`config.mk`:
```
export PLATFORM = sky130hd
export DESIGN_NAME = nco_phase_gen_2ch
export DESIGN_NICKNAME = d
export VERILOG_FILES = /design/src/rtl/nco_phase_gen_2ch.sv
export SDC_FILE = /design/constraint.sdc
export NUM_CORES = 1
export LEC_CHECK = 0
export BUFFER_PORTS_ARGS = -buffer_cell sky130_fd_sc_hd__buf_2
export CAP_MARGIN = 20
export CORE_MARGIN = 3
export CORE_UTILIZATION = 55
export DETAILED_ROUTE_END_ITERATION = 8
export PLACE_DENSITY = 0.75
export REMOVE_ABC_BUFFERS = 1
export SLEW_MARGIN = 20
export SYNTH_ARGS = -nofsm -noshare
export SYNTH_HDL_FRONTEND = slang
export SYNTH_SLANG_ARGS = --single-unit
```
`constraint.sdc`:
```
create_clock -name i_clk -period 6.7 [get_ports i_clk]
set_input_delay 2.01 -clock i_clk [delete_from_list [all_inputs] [get_ports i_clk]]
set_output_delay 2.01 -clock i_clk [all_outputs]
set_load 0.02 [all_outputs]
```
`src/rtl/nco_phase_gen_2ch.sv`:
```
// Two-channel NCO phase generator: shared accumulator drives channel A,
// channel B adds a programmable offset; config is double-buffered.
// Ports: i_clk, i_rst (sync, active-high), i_en (clock enable),
//   i_cfg_valid/o_cfg_ready handshake carrying i_cfg_ftw, i_cfg_offset, i_cfg_sync;
//   o_phase_a/o_phase_b phase words, o_wrap carry pulse, o_apply commit pulse.
module nco_phase_gen_2ch #(
    parameter int unsigned          ACC_WIDTH = 24,
    parameter int unsigned          P_WIDTH   = 13,
    parameter logic [ACC_WIDTH-1:0] RESET_FTW = ACC_WIDTH'(2**20)
) (
    input  logic                 i_clk,
    input  logic                 i_rst,
    input  logic                 i_en,
    input  logic                 i_cfg_valid,
    output logic                 o_cfg_ready,
    input  logic [ACC_WIDTH-1:0] i_cfg_ftw,
    input  logic [P_WIDTH-1:0]   i_cfg_offset,
    input  logic                 i_cfg_sync,
    output logic [P_WIDTH-1:0]   o_phase_a,
    output logic [P_WIDTH-1:0]   o_phase_b,
    output logic                 o_wrap,
    output logic                 o_apply
);

    typedef enum logic {
        IDLE,
        PENDING
    } state_e;

    state_e               state_q, state_d;
    logic [ACC_WIDTH-1:0] acc_q, acc_d;
    logic [ACC_WIDTH-1:0] ftw_q, ftw_d;
    logic [ACC_WIDTH-1:0] pftw_q, pftw_d;
    logic [P_WIDTH-1:0]   off_q, off_d;
    logic [P_WIDTH-1:0]   poff_q, poff_d;
    logic                 psync_q, psync_d;
    logic [P_WIDTH-1:0]   pa_q, pa_d;
    logic [P_WIDTH-1:0]   pb_q, pb_d;
    logic                 wrap_q, wrap_d;
    logic                 apply_q, apply_d;

    logic [ACC_WIDTH:0]   sum;
    logic                 carry;
    logic [P_WIDTH-1:0]   top_next;
    logic                 accept;
    logic                 commit;

    assign sum      = {1'b0, acc_q} + {1'b0, ftw_q};
    assign carry    = sum[ACC_WIDTH];
    assign top_next = sum[ACC_WIDTH-1 -: P_WIDTH];
    assign accept   = i_cfg_valid && (state_q == IDLE);
    // A zero tuning word can never wrap, so commit on the next enabled cycle.
    assign commit   = i_en && (state_q == PENDING)
                   && (psync_q || carry || (ftw_q == '0));

    assign o_cfg_ready = (state_q == IDLE);
    assign o_phase_a   = pa_q;
    assign o_phase_b   = pb_q;
    assign o_wrap      = wrap_q;
    assign o_apply     = apply_q;

    always_comb begin
        state_d = state_q;
        unique case (state_q)
            IDLE:    if (accept) state_d = PENDING;
            PENDING: if (commit) state_d = IDLE;
        endcase
    end

    always_comb begin
        acc_d   = acc_q;
        ftw_d   = ftw_q;
        off_d   = off_q;
        pftw_d  = pftw_q;
        poff_d  = poff_q;
        psync_d = psync_q;
        pa_d    = pa_q;
        pb_d    = pb_q;
        wrap_d  = 1'b0;
        apply_d = commit;

        if (accept) begin
            pftw_d  = i_cfg_ftw;
            poff_d  = i_cfg_offset;
            psync_d = i_cfg_sync;
        end

        if (i_en) begin
            if (commit && psync_q) begin
                // Phase sync: restart both channels from zero.
                acc_d = '0;
                pa_d  = '0;
                pb_d  = poff_q;
            end else begin
                acc_d  = sum[ACC_WIDTH-1:0];
                pa_d   = top_next;
                // Offset switches in the same cycle as the commit.
                pb_d   = top_next + (commit ? poff_q : off_q);
                wrap_d = carry;
            end
            if (commit) begin
                ftw_d = pftw_q;
                off_d = poff_q;
            end
        end
    end

    always_ff @(posedge i_clk) begin
        if (i_rst) begin
            state_q <= IDLE;
            acc_q   <= '0;
            ftw_q   <= RESET_FTW;
            off_q   <= '0;
            pftw_q  <= '0;
            poff_q  <= '0;
            psync_q <= 1'b0;
            pa_q    <= '0;
            pb_q    <= '0;
            wrap_q  <= 1'b0;
            apply_q <= 1'b0;
        end else begin
            state_q <= state_d;
            acc_q   <= acc_d;
            ftw_q   <= ftw_d;
            off_q   <= off_d;
            pftw_q  <= pftw_d;
            poff_q  <= poff_d;
            psync_q <= psync_d;
            pa_q    <= pa_d;
            pb_q    <= pb_d;
            wrap_q  <= wrap_d;
            apply_q <= apply_d;
        end
    end

endmodule

```
==> results of run 1 <==
## critical path, cell delays in order, from the launching register on
cell,delay (ns)
dfxtp_1,0.35
ha_1,0.22
inv_1,0.07
fa_1,0.39
nand2b_1,0.20
a21oi_1,0.23
o41a_1,0.22
a311o_1,0.31
o2111ai_2,0.20
a31oi_4,0.28
mux2_4,0.33
ha_1,0.23
fa_1,0.44
a211oi_1,0.33
o21ai_0,0.19
a31oi_1,0.27
o211ai_1,0.18
a21o_1,0.20
a21oi_1,0.17
xnor3_1,0.24
o22ai_1,0.12
## flip-flops by register name (all words and copies together) (netlist names), 13 cells and up
| signal | count |
|---|---|
| o_phase_b | 13 |
| pftw_q | 24 |
| off_q | 13 |
| ftw_q | 24 |
| acc_q | 24 |
| poff_q | 13 |
## report_power, final
group,leakage (nW),switching [mW],internal [mW]
clock network,0.274,0.295,0.533
logic,1.79,0.0771,0.0456
registers,0.935,0.0145,0.706
total,3.00,0.386,1.28
## cell type report
cell class              instances  area (sq um)
fillers                       855          3540
multi-input cells             515          3390
inverters                      14          52.6
clock buffers                  25           494
clock inverters                 5          50.0
flip-flops and latches        115          2300
repair buffers                 78           410
well taps                     136           170
## logic make-up (layout without fill, tap and decap cells)
kind of cell    count (synthesis)  in the layout  share of synthesized area
xor+xnor                       26             26                     0.0405
compound gates                177            177                      0.194
flops                         115            115                      0.386
mux                            36             36                     0.0698
simple gates                  238            238                      0.178
fa+ha+maj                      38             38                     0.0822
buf+inv                        59            122                     0.0491
## synth_stat cells (2+ instances only)
cell and number:
a2111oi_0 2, o21ai_0 28, a22o_1 15, inv_1 14, o21a_1 2, or3_1 4, clkbuf_1 24, mux2_4 11
nor4_1 6, a32o_1 3, buf_1 4, nor3_1 2, nand2b_1 8, a21oi_1 69, o221ai_1 2, dfxtp_1 115
a311o_1 3, buf_6 2, nor2_1 56, nand3b_1 2, a31oi_1 4, buf_4 15, a211oi_1 5, a211o_1 3
and2_1 4, xor2_1 9, a21o_1 12, mux2i_1 24, o211ai_1 5, and4_1 2, nor2b_1 19, and3_1 6
a311oi_1 9, ha_1 36, xnor2_1 16, nand3_1 7, nand2_1 117, a31o_2 2, fa_1 2
## how the worst max path moves through the flow
stage / from / endpoint / slack [ns] / depth (start not counted)
3_5_place_dp: i_en / o_phase_b[12] / 1.45 / 14
3_3_place_gp: i_en / o_phase_b[12] / 1.65 / 14
5_1_grt: ftw_q[0] / o_phase_b[12] / 1.02 / 20
2_1_floorplan: i_en / o_phase_b[12] / -0.58 / 13
6_report: ftw_q[0] / o_phase_b[12] / 1.43 / 20
4_1_cts: ftw_q[0] / o_phase_b[12] / 1.49 / 20
## routing by layer
metal	global-route usage	routed length, microns
met5	0	0
met4	0.0976	285
met3	0.0693	802
met2	0.396	6620
met1	0.321	6650
## stage by stage
step	utilization	hold slack (ns)	setup TNS (ns)	worst slack (ns)	std cells
2_1_floorplan	-	0.430	-2.36	-0.576	644
3_3_place_gp	0.608	0.443	0	1.65	858
3_5_place_dp	0.608	0.448	0	1.45	858
4_1_cts	0.660	0.455	0	1.49	888
5_1_grt	0.660	0.475	0	1.02	888
6_report	0.660	0.455	0	1.43	888
==> results.md, run 1 <==
* Outcome: finished clean
* Vias/cell at 5.66
* Antenna viol nets, final at 0
* Clock Tree Root: clkbuf_8
* Gr usage total at 0.249
* Hold wc startpoint: pftw_q[12]
* Clock buffer depth at 2
* Hold Path Sink: pftw_q[12]
* Ant. Diodes at 0
* P&R area growth vs syn at 15.2%
* DR iter-0 viols at 324
* Chip height at 110 microns
* Worst-Margin Slew at 0.717 ns
* Via count at 5022
* Residual DRC count at 0
* Post-CTS Hold Fix Bufs at 0
* Synth top area share at 0.386
* Worst-path clk slew at 0.05 ns
* Hold Path Class: flop to flop
* Clk_skew at 0.00773 ns
* MaxCap Viol Count at 0
* Total power at 1.67 mW
* # resized after CTS at 0
* Synth Warn # at 0
* Worst-path fanout max at 4
* Syn Std Cell Area at 5970 sq um
* CTS Sinks at 115
* I/O pins at 71
* Nets at 821
* Number of port buffers at 70
* Reg2Reg Depth at 20
* Leak pwr at 3.00 nW
* Startpoint types: flop
* Unrepaired setup endpoints after global routing: false
* Total grt overflow at 0
* DP HPWL at 10.1 mm
* R2R Setup Slk at 1.43 ns
* Fin crit period at 5.27 ns
* Number of buffers created by CTS at 17
* Clock Latency Late Sink at 0.54 ns
* Seq/Total Area, Yosys at 0.386
* Post-synth cell types at 59
* Largest net degree at the start of global routing at 58
* Number of synthesized register bits at 115
* Commonest non-fill, non-tap cells in the layout: nand2_1 (117), dfxtp_1 (115), buf_2 (70), a21oi_1 (69), nor2_1 (56)
* H-tree depth at 4
* Starting Density at 0.573
* R2r endpoint: o_phase_b[12]
* Power Dens Cells at 243 nW/um^2
* WL/cell at 16.2 microns
* Yosys top cell by area: dfxtp_1
* Row cnt at 37
* Worst hold path depth at 2
* Mean post-synth cell area at 8.66 sq um
* CTS tree: done
* Cell count after synthesis at 689
* FFs w/ async S/R, synth at 0
* Dpl cell area at 6330 sq um
* Crit path required time at 7.14 ns
* Layout cells sized above 1 at 0.170
* Setup Fix Bufs, Post-CTS at 0
* Dominant synthesized flop cell: dfxtp_1
* Rel. slew slack at 0.522
* EDFF count, synth at 0
* Area of the core at 10400 sq um
* Final period util at 0.787
* Vias in the first global route at 4677
* Die Width at 110 microns
* Gpl congestion at 0.936
* Design area at 6870 sq um
* Setup CP Type: flop to flop
* First-pass GRT wire length at 23.1 mm
* TritonRoute pass-1 iters at 5
* Leading cell type in the layout, fill and taps excluded: nand2_1
* Top cells by area, synth: dfxtp_1 (39%), ha_1 (7.6%), nand2_1 (7.4%), a21oi_1 (5.8%), mux2i_1 (4.0%)
* Final Setup Violations at 0
* Worst R2R Start: ftw_q[0]
* Worst Path Arrival at 5.71 ns
* Die area at 12100 sq um
* Maximum VDD drop at 0.196 mV
* Slew Limit Fails at 0
* Total routed wirelength at 14.4 mm
* Worst Setup End Kind: flop
* Initial antenna violation count at 0
* Hold Vio Cnt, Final at 0
* FMAX at 190 MHz
(Power assumes the default switching activity.)
==> run 2: changes to the inputs <==
--- a/config.mk
+++ b/config.mk
@@ -5,6 +5,7 @@
 export SDC_FILE = /design/constraint.sdc
 export NUM_CORES = 1
 export LEC_CHECK = 0
+export ABC_AREA = 1
 export BUFFER_PORTS_ARGS = -buffer_cell sky130_fd_sc_hd__buf_2
 export CAP_MARGIN = 20
 export CORE_MARGIN = 3
==> constraint.sdc (replaced) <==
create_clock -name i_clk -period 4.9 [get_ports i_clk]
set_input_delay 1.47 -clock i_clk [delete_from_list [all_inputs] [get_ports i_clk]]
set_output_delay 1.47 -clock i_clk [all_outputs]
set_load 0.02 [all_outputs]
==> run 2 against run 1 <==
Against the previous run: clock skew rose by 0.0013 ns; wire length up 5.4%; maximum frequency rose by 27%; design area up 5.7%; first-iteration DRC count up 3.7%; core utilization fell by 0.14 points; sequential share of layout area down 1.8 points; sequential power grew 39%; highest routed layer unchanged; critical path depth up 4; die area rose by 5.7%; area after synthesis rose by 6.0%; non-clock buffer count fell by 6; critical endpoint is now o_phase_b[10].
==> results.md, run 2 <==
* P&R area growth vs syn at 14.9% (was 15.2%)
* Design area at 7260 sq um (was 6870 sq um)
* CTS Sinks at 115 (unchanged)
* Syn Std Cell Area at 6320 sq um (was 5970 sq um)
* Worst-Margin Slew at 0.897 ns (was 0.717 ns)
* I/O pins at 71 (unchanged)
* Vias in the first global route at 5399 (was 4677)
* Dpl cell area at 6630 sq um (was 6330 sq um)
* Worst hold slack at 0.447 ns (was 0.455 ns)
* DR iter-0 viols at 336 (was 324)
* Maximum VDD drop at 0.495 mV (was 0.196 mV)
* Total power at 2.54 mW (was 1.67 mW)
* WL/cell at 14.5 microns (was 16.2 microns)
* Synth top area share at 0.364 (was 0.386)
* Chip height at 113 microns (was 110 microns)
* Antenna viol nets, final at 0 (unchanged)
* Gpl congestion at 0.987 (was 0.936)
* Number of synthesized register bits at 115 (unchanged)
* Worst Setup End Kind: flop (unchanged)
* Fin crit period at 4.14 ns (was 5.27 ns)
* Cell count after synthesis at 840 (was 689)
* Worst path most repeated cell: nand2_1
* Leak pwr at 3.52 nW (was 3.00 nW)
* Slew Limit Fails at 0 (unchanged)
* Worst-path clk slew at 0.05 ns (about the same)
* CP bufs+invs at 1 (unchanged)
* Outcome: finished clean (unchanged)
* Slowest CP cell: dfxtp_1 (was fa_1)
* Ant. Diodes at 0 (unchanged)
* Setup Fix Bufs, Post-CTS at 0 (unchanged)
* Total routed wirelength at 15.1 mm (was 14.4 mm)
* Top Registers: acc_q: 24 flops, ftw_q: 24 flops, pftw_q: 24 flops (unchanged)
* Delay-heaviest family, CP: simple AND/OR/NAND/NOR gates (was compound AO/OA/AOI/OAI gates)
* FFs w/ async S/R, synth at 0 (unchanged)
* Power Dens Cells at 350 nW/um^2 (was 243 nW/um^2)
* Gr usage total at 0.249 (about the same)
* DP HPWL at 10.8 mm (was 10.1 mm)
* H-tree depth at 4 (unchanged)
* Final Setup Violations at 0 (unchanged)
* Worst-path fanout max at 20 (was 4)
* Rel. slew slack at 0.400 (was 0.522)
* Crit path required time at 5.21 ns (was 7.14 ns)
* Yosys top cell by area: dfxtp_1 (unchanged)
* Clock Latency Late Sink at 0.42 ns (was 0.54 ns)
* Mean post-synth cell area at 7.53 sq um (was 8.66 sq um)
* First-pass GRT wire length at 25.6 mm (was 23.1 mm)
* Largest net degree at the start of global routing at 71 (was 58)
* Number of port buffers at 70 (unchanged)
* Vias/cell at 5.30 (was 5.66)
* Nets at 972 (was 821)
* Synth Warn # at 0 (unchanged)
* Number of buffers created by CTS at 17 (unchanged)
* Final period util at 0.846 (was 0.787)
* Total grt overflow at 0 (unchanged)
* Area of the core at 11000 sq um (was 10400 sq um)
* Seq/Total Area, Yosys at 0.364 (was 0.386)
* Setup CP Type: flop to flop (unchanged)
* Commonest non-fill, non-tap cells in the layout: nand2_1 (145), dfxtp_1 (115), inv_1 (97), a21oi_1 (75), o21ai_0 (73) (was nand2_1 (117), dfxtp_1 (115), buf_2 (70), a21oi_1 (69), nor2_1 (56))
* Initial antenna violation count at 0 (unchanged)
* Post-synth cell types at 47 (was 59)
* Die area at 12800 sq um (was 12100 sq um)
* CP max stage delay at 0.42 ns (was 0.44 ns)
* EDFF count, synth at 0 (unchanged)
* Via count at 5538 (was 5022)
* Clock Tree Root: clkbuf_16 (was clkbuf_8)
* Unrepaired setup endpoints after global routing: false (unchanged)
* Hold Vio Cnt, Final at 0 (unchanged)
* Startpoint types: flop (unchanged)
* Crit-path cells: ha_1 > inv_1 > fa_1 > nand3b_1 > nand2_1 > nand2_1 > nand2_2 > nand2_2 > nand4_4 > nand2_4 > nand2_2 > o21ai_2 > ha_1 > fa_1 > nand3_1 > nand3_1 > nand2_1 > nand2_1 > a21oi_1 > o21ai_0 > a21oi_1 > xor2_1 > o21ai_0 > nand2_1 (was ha_1 > inv_1 > fa_1 > nand2b_1 > a21oi_1 > o41a_1 > a311o_1 > o2111ai_2 > a31oi_4 > mux2_4 > ha_1 > fa_1 > a211oi_1 > o21ai_0 > a31oi_1 > o211ai_1 > a21o_1 > a21oi_1 > xnor3_1 > o22ai_1)
* Die Width at 113 microns (was 110 microns)
* FMAX at 241 MHz (was 190 MHz)
* Commonest cells post-synth: nand2_1 (145), dfxtp_1 (115), inv_1 (97) (was nand2_1 (117), dfxtp_1 (115), a21oi_1 (69))
* Clk_skew at 0.00905 ns (was 0.00773 ns)
* Post-CTS Hold Fix Bufs at 0 (unchanged)
* Starting Density at 0.573 (about the same)
* Worst Path Arrival at 4.45 ns (was 5.71 ns)
* Top cells by area, synth: dfxtp_1 (36%), nand2_1 (8.6%), ha_1 (7.1%), a21oi_1 (5.9%), o21ai_0 (5.8%) (was dfxtp_1 (39%), ha_1 (7.6%), nand2_1 (7.4%), a21oi_1 (5.8%), mux2i_1 (4.0%))
* CTS tree: done (unchanged)
* MaxCap Viol Count at 0 (unchanged)
* Clock buffer depth at 2 (unchanged)
* Count leader, synth: nand2_1 (unchanged)
* Layout cells sized above 1 at 0.215 (was 0.170)
* Residual DRC count at 0 (unchanged)
* Dominant synthesized flop cell: dfxtp_1 (unchanged)
* Setup TNS at 0 ns (unchanged)
* TritonRoute pass-1 iters at 6 (was 5)
* Row cnt at 38 (was 37)
* Leading cell type in the layout, fill and taps excluded: nand2_1 (unchanged)
* Hold Path Class: flop to flop (unchanged)
* # resized after CTS at 0 (unchanged)
run 2: changes by cell type after synthesis, sizes merged, moves of 12 or more:
cell | before | now
inv | 14 | 111
mux2 | 12 | 0
mux2i | 24 | 0
nand2 | 117 | 176
nand3 | 7 | 26
nor2 | 56 | 68
nor2b | 19 | 0
o21ai | 30 | 106
run 2: cell type report:
class                           instances  area, sq um
Timing Repair Buffer                   72          365
Fill cell                            1006         3770
Clock buffer                           22          484
Inverter                              113          430
Multi-Input combinational cell        573         3350
Sequential cell                       115         2300
Clock inverter                         10          153
Tap cell                              140          175
run 2: cell families after synthesis:
| family | Yosys count | synth area share |
|---|---|---|
| AND/OR/NAND/NOR | 299 | 0.217 |
| XOR/XNOR | 21 | 0.0291 |
| flip-flops | 115 | 0.364 |
| buffers and inverters | 152 | 0.107 |
| adder cells (fa/ha/maj) | 38 | 0.0776 |
| AO/OA/AOI/OAI | 215 | 0.205 |
run 2: per-stage QoR:
stage                     setup WS [ns]  instances  utilization
after floorplan                    1.14        801            -
after global placement            0.628       1013        0.601
after detailed placement          0.565       1013        0.601
after CTS                         0.760       1045        0.658
after global routing              0.347       1045        0.658
final                             0.756       1045        0.658
run 2: worst paths after layout:
check                    start            end  slack [ns]  cells past startpoint
setup / recovery      ftw_q[0]  o_phase_b[10]        0.76                     24
hold / removal    o_phase_b[7]   o_phase_b[7]        0.45                      2
setup reg to reg      ftw_q[0]  o_phase_b[10]        0.76                     24
hold reg to reg   o_phase_b[7]   o_phase_b[7]        0.45                      2
run 2: tightest hold or removal path: cells and delay by family (launching register included):
kind / cells / cell delay [ns]
flops: 1 / 0.30
simple gates: 2 / 0.10
run 2: power breakdown:
group / leakage, nW / internal (mW) / switching [mW] / total (mW)
clock network: 0.316 / 0.899 / 0.422 / 1.32
registers: 0.938 / 0.978 / 0.0214 / 0.999
logic: 2.27 / 0.0733 / 0.149 / 0.222
total: 3.52 / 1.95 / 0.592 / 2.54
run 2: per-layer routing:
metal  track usage  part of all wire  routed length (microns)
met1         0.317              0.47                     7150
met2         0.411              0.47                     7080
met3        0.0524             0.041                      622
met4         0.104             0.018                      278
met5             0                 0                        0
